`src/rtl/uart_pkg.sv`:
```
// Shared UART definitions: receiver FSM state encoding and oversampling constants.
// No ports; imported by the UART receive path.
package uart_pkg;

   // Ticks of the baud generator per bit period.
   localparam int unsigned OVERSAMPLE = 16;
   // Tick count at which the start bit is checked (mid-bit).
   localparam int unsigned MID_BIT    = 7;

   // Receiver FSM states, 3-bit encoding.
   typedef enum logic [2:0] {
      StIdle   = 3'd0,
      StStart  = 3'd1,
      StData   = 3'd2,
      StParity = 3'd3,
      StStop   = 3'd4
   } rx_state_e;

endpackage

```
`src/rtl/sync_2ff.sv`:
```
// Two-flop synchronizer for a single asynchronous input.
// Ports:
//   clk   - destination clock
//   reset - asynchronous, active-high reset; both flops load ResetVal
//   d     - asynchronous input
//   q     - synchronized output, 2 clk latency
module sync_2ff #(
   parameter logic ResetVal = 1'b1
) (
   input  logic clk,
   input  logic reset,
   input  logic d,
   output logic q
);

   logic meta_q;

   always_ff @(posedge clk or posedge reset) begin
      if (reset) begin
         meta_q <= ResetVal;
         q      <= ResetVal;
      end else begin
         meta_q <= d;
         q      <= meta_q;
      end
   end

endmodule

```
`src/rtl/uart_rx_frame.sv`:
```
// 16x-oversampling UART receiver. Recovers one frame (start, DBIT data bits LSB-first,
// optional parity, stop) at a time and reports it with a single-cycle rx_done_tick.
// Ports:
//   clk          - system clock
//   reset        - asynchronous, active-high reset
//   rx           - raw serial line, asynchronous, idle high
//   s_tick       - one-cycle pulse at 16x the baud rate
//   rx_done_tick - one-cycle pulse: frame complete, dout/flags valid
//   dout         - received data right-aligned in [DBIT-1:0], upper bits 0
//   frame_err    - stop bit sampled low on the last frame
//   parity_err   - parity mismatch on the last frame (0 when parity is disabled)
//   busy         - high whenever the FSM is not idle
module uart_rx_frame
   import uart_pkg::*;
#(
   parameter int unsigned DBIT       = 8,
   parameter int unsigned SB_TICK    = 16,
   parameter int unsigned PARITY_EN  = 0,
   parameter int unsigned PARITY_ODD = 0
) (
   input  logic       clk,
   input  logic       reset,
   input  logic       rx,
   input  logic       s_tick,
   output logic       rx_done_tick,
   output logic [7:0] dout,
   output logic       frame_err,
   output logic       parity_err,
   output logic       busy
);

   localparam logic [4:0]  MID_TICK   = 5'(MID_BIT);
   localparam logic [4:0]  LAST_TICK  = 5'(OVERSAMPLE - 1);
   // Tick counter is 5 bits so 1.5 and 2 stop bits (24/32 ticks) fit.
   localparam logic [4:0]  STOP_LAST  = 5'(SB_TICK - 1);
   localparam logic [2:0]  DATA_LAST  = 3'(DBIT - 1);
   localparam int unsigned DOUT_SHIFT = 8 - DBIT;
   localparam logic        PAR_ODD    = (PARITY_ODD != 0);

   rx_state_e  state_q, state_d;
   logic [4:0] s_q, s_d;
   logic [2:0] n_q, n_d;
   logic [7:0] b_q, b_d;
   logic       p_q, p_d;
   logic       perr_q, perr_d;
   logic [7:0] dout_d;
   logic       frame_err_d, parity_err_d, done_d;
   logic       rx_s;

   sync_2ff #(
      .ResetVal(1'b1)
   ) u_rx_sync (
      .clk  (clk),
      .reset(reset),
      .d    (rx),
      .q    (rx_s)
   );

   always_comb begin
      state_d      = state_q;
      s_d          = s_q;
      n_d          = n_q;
      b_d          = b_q;
      p_d          = p_q;
      perr_d       = perr_q;
      dout_d       = dout;
      frame_err_d  = frame_err;
      parity_err_d = parity_err;
      done_d       = 1'b0;

      case (state_q)
         StIdle: begin
            // Falling edge starts a frame without waiting for a tick.
            if (!rx_s) begin
               state_d = StStart;
               s_d     = '0;
            end
         end
         StStart: begin
            if (s_tick) begin
               if (s_q == MID_TICK) begin
                  s_d = '0;
                  if (!rx_s) begin
                     state_d = StData;
                     n_d     = '0;
                     p_d     = 1'b0;
                     perr_d  = 1'b0;
                  end else begin
                     // Glitch: outputs untouched.
                     state_d = StIdle;
                  end
               end else begin
                  s_d = s_q + 5'd1;
               end
            end
         end
         StData: begin
            if (s_tick) begin
               if (s_q == LAST_TICK) begin
                  b_d = {rx_s, b_q[7:1]};
                  p_d = p_q ^ rx_s;
                  s_d = '0;
                  if (n_q == DATA_LAST) begin
                     state_d = (PARITY_EN != 0) ? StParity : StStop;
                  end else begin
                     n_d = n_q + 3'd1;
                  end
               end else begin
                  s_d = s_q + 5'd1;
               end
            end
         end
         StParity: begin
            if (s_tick) begin
               if (s_q == LAST_TICK) begin
                  perr_d  = p_q ^ rx_s ^ PAR_ODD;
                  s_d     = '0;
                  state_d = StStop;
               end else begin
                  s_d = s_q + 5'd1;
               end
            end
         end
         StStop: begin
            if (s_tick) begin
               if (s_q == STOP_LAST) begin
                  state_d      = StIdle;
                  s_d          = '0;
                  // Data was shifted in from the top; align it to bit 0.
                  dout_d       = b_q >> DOUT_SHIFT;
                  frame_err_d  = ~rx_s;
                  parity_err_d = perr_q;
                  done_d       = 1'b1;
               end else begin
                  s_d = s_q + 5'd1;
               end
            end
         end
         default: begin
            state_d = StIdle;
            s_d     = '0;
         end
      endcase
   end

   always_ff @(posedge clk or posedge reset) begin
      if (reset) begin
         state_q      <= StIdle;
         s_q          <= '0;
         n_q          <= '0;
         b_q          <= '0;
         p_q          <= 1'b0;
         perr_q       <= 1'b0;
         dout         <= '0;
         frame_err    <= 1'b0;
         parity_err   <= 1'b0;
         rx_done_tick <= 1'b0;
      end else begin
         state_q      <= state_d;
         s_q          <= s_d;
         n_q          <= n_d;
         b_q          <= b_d;
         p_q          <= p_d;
         perr_q       <= perr_d;
         dout         <= dout_d;
         frame_err    <= frame_err_d;
         parity_err   <= parity_err_d;
         rx_done_tick <= done_d;
      end
   end

   assign busy = (state_q != StIdle);

endmodule

```
`config.mk`:
```
export PLATFORM = sky130hd
export DESIGN_NAME = uart_rx_frame
export DESIGN_NICKNAME = d
export VERILOG_FILES = /design/src/rtl/uart_pkg.sv /design/src/rtl/sync_2ff.sv /design/src/rtl/uart_rx_frame.sv
export SDC_FILE = /design/constraint.sdc
export NUM_CORES = 1
export LEC_CHECK = 0
export CAP_MARGIN = 10
export CORE_MARGIN = 2
export CORE_UTILIZATION = 55
export DETAILED_ROUTE_END_ITERATION = 6
export GPL_TIMING_DRIVEN = 0
export MAX_ROUTING_LAYER = met4
export PLACE_DENSITY = 0.81
export SYNTH_ARGS = -nofsm -noshare
export SYNTH_HDL_FRONTEND = slang
export SYNTH_HIERARCHICAL = 1
export SYNTH_SLANG_ARGS = --single-unit
```
`constraint.sdc`:
```
create_clock -name clk -period 5.2 [get_ports clk]
set_input_delay 1.56 -clock clk [delete_from_list [all_inputs] [get_ports clk]]
set_output_delay 1.56 -clock clk [all_outputs]
set_load 0.005 [all_outputs]
```
==> reports/qor.yml <==
yosys:
  synth.most_common_cell: "dfrtp_1"
  ys_warn_count: 6
  synth_area_um2: 1670
  netlist.area_leader.share_pct: 47.9
  synth.avg_cell_area_um2: 12.0
  synth_cell_types: 47
  synth_largest_area_cell: "dfrtp_1"
  synth-seq-cells: 34
  synthTopCellsByCount: "32 x dfrtp_1, 12 x mux2_2, 7 x inv_1, 7 x mux2_4"
  postSynthCellCount: 139
  yosys-top-cells-area: "dfrtp_1 48%, mux2_2 8.1%, mux2_4 6.3%"
  synth_edf_count: 0
  async_flop_share_pct: 100
  syn-num-nets: 147
  ys.flop_type: "dfrtp_1"
  seq_area_frac_synth_pct: 51.0
power_and_ir_drop:
  peakVddDrop_mv: 0.229
  p_per_area_nw_per_um2: 335
  power_leakage_uw: 0.000920
  power_uw: 653
hold_path:
  hold_path_startpoint: "u_rx_sync/meta_q"
  hp-class: "reg -> reg"
  whs_path_depth: 0
grt:
  use_met1_pct: 24.7
  use_met2_pct: 31.7
  grtUsageTotal_pct: 20.7
  grt_pass1_wl_um: 5190
  grt_max_degree: 33
  first_global_vias: 1193
  antenna_found_initial: 0
  overflow: 0
  met3_usage_pct: 7.64
  grt_busiest_layer: "met2"
job:
  cap_violations: 0
clock_network:
  cts_resized: 0
  cts_max_level: 2
  cts_hold_buf: 0
  cts_buffer_depth: 2
  cts_sinks: 34
  clk_latency_ns: 0.35
  path_clk_slew_ns: 0.09
  cts-root-buf: "clkbuf_4"
  cts_buffers: 5
  cts_tree: "done"
  cts_setup_buffers: 0
critical_path:
  r2r_cells: 5
  crit_path_start: "state_q[2]"
  start_kind: "flop"
  path_class: "reg -> out"
  path_max_fanout: 10
  critPathArrivalTime_ns: 1.75
  endpoint_kind: "output pin"
  rr_startpoint: "s_q[0]"
  worstPathRequired_ns: 3.64
finish:
  antenna_cells: 0
  drive_above_1_share_pct: 22.7
  nNetsFinal: 170
  area_growth_pct: 16.6
  finalNonFillerCells: 196
timing:
  finalClockSkew_ns: 0.00872
  hold_violations: 0
  worstMarginPinSlew_ns: 0.589
  fmax_mhz: 302
  finalSetupViolations: 0
  slew_viol_final: 0
  period_needed_ns: 3.31
  setup_ws_ns: 1.89
  rsz0062_at_grt: "no"
  holdWs_ns: 0.359
  relSlewSlack_pct: 60.5
  tns_ns: 0
  timing.final.crit_share_pct: 63.7
place:
  io_buffer_count: 15
  dpl.cell_count: 187
  place_ws_ns: 1.67
  post-dp-hpwl_um: 2180
  gp_congestion: 0.949
routing:
  vias: 1176
  routed_wl_um: 2990
  antenna_left: 0
  drtIter0Drc: 60
  first_pass_iters: 4
  avgRoutedWirePerCell_um: 15.3
  drc: 0
  via_per_inst: 6.00
die:
  core_um2: 2980
  initial_core_util_pct: 56.1
  ios: 16
  die_y_um: 59.1
  rows: 20
  die_w_um: 59.1
  die_area_um2: 3500
status:
  status: "finished clean"
-- per-layer routing --
layer,up-vias,share of wire (%)
li1,558,-
met3,5,5.4
met1,574,45
met5,-,0
met2,39,48
met4,0,1.2
-- path summary, 6_finish.rpt --
check	end	slack, ns
max	busy	1.89
min	u_rx_sync/q	0.36
max reg2reg	dout[2]	3.16
min reg2reg	u_rx_sync/q	0.36
max in group asynchronous	b_q[3]	3.24
min in group asynchronous	n_q[0]	1.52
-- where the power goes --
part	total, uW	switching (uW)	internal [uW]	leakage, uW
registers	317	25.9	291	0.000446
clock network	153	86.2	66.6	0.0000326
logic	183	102	80.7	0.000441
-- registers in the layout (all words and copies together) (netlist names) --
name,flops
p_q,1
frame_err,1
s_q,5
u_rx_sync/q,1
parity_err,1
state_q,3
rx_done_tick,1
u_rx_sync/meta_q,1
b_q,8
dout,8
n_q,3
perr_q,1
-- per-stage QoR --
stage	utilization [%]	cell area, um^2
final	65.5	1950
after floorplan	-	1670
after global placement	62.6	1860
after detailed placement	62.6	1860
after CTS	64.5	1920
after global routing	65.5	1950
-- worst max-delay path, stage by stage, from the launching register on --
cell	delay, ns
dfrtp_1	0.40
buf_2	0.19
or3_1	0.35
clkdlybuf4s50_1	0.46
-- cells in the final DEF, fill, tap and decap left out, drive strengths merged, types with 3 or more instances in the layout --
cell           synthesis  layout
nor3                   3       3
a31oi                  3       3
buf                    6       7
nor2                   5       5
nand3                  4       4
clkbuf                 1       9
nand2b                 3       3
inv                    7       7
a22o                   3       3
nand2                  6       6
mux2                  19      19
dfrtp                 32      32
ha                     4       4
clkdlybuf4s50          0      15
o21ai                  7       7
-- layout make-up --
type / count / area [um^2]
Tap cell: 33 / 41.3
Inverter: 7 / 26.3
Multi-Input combinational cell: 91 / 753
Timing Repair Buffer: 16 / 178
Fill cell: 223 / 1030
Buffer: 7 / 38.8
Clock buffer: 8 / 58.8
Sequential cell: 34 / 853
-- kinds of logic after synthesis --
logic type,after synthesis,share of synthesized area (%)
DFF,34,51.0
AOI/OAI and AO/OA,31,13.1
buffers and inverters,14,3.89
muxes,19,14.4
adders and majority gates,4,2.99
xor gates and xnor gates,2,1.05
and+or+nand+nor,35,13.5
No activity file was read; power rests on OpenSTA's default activity.
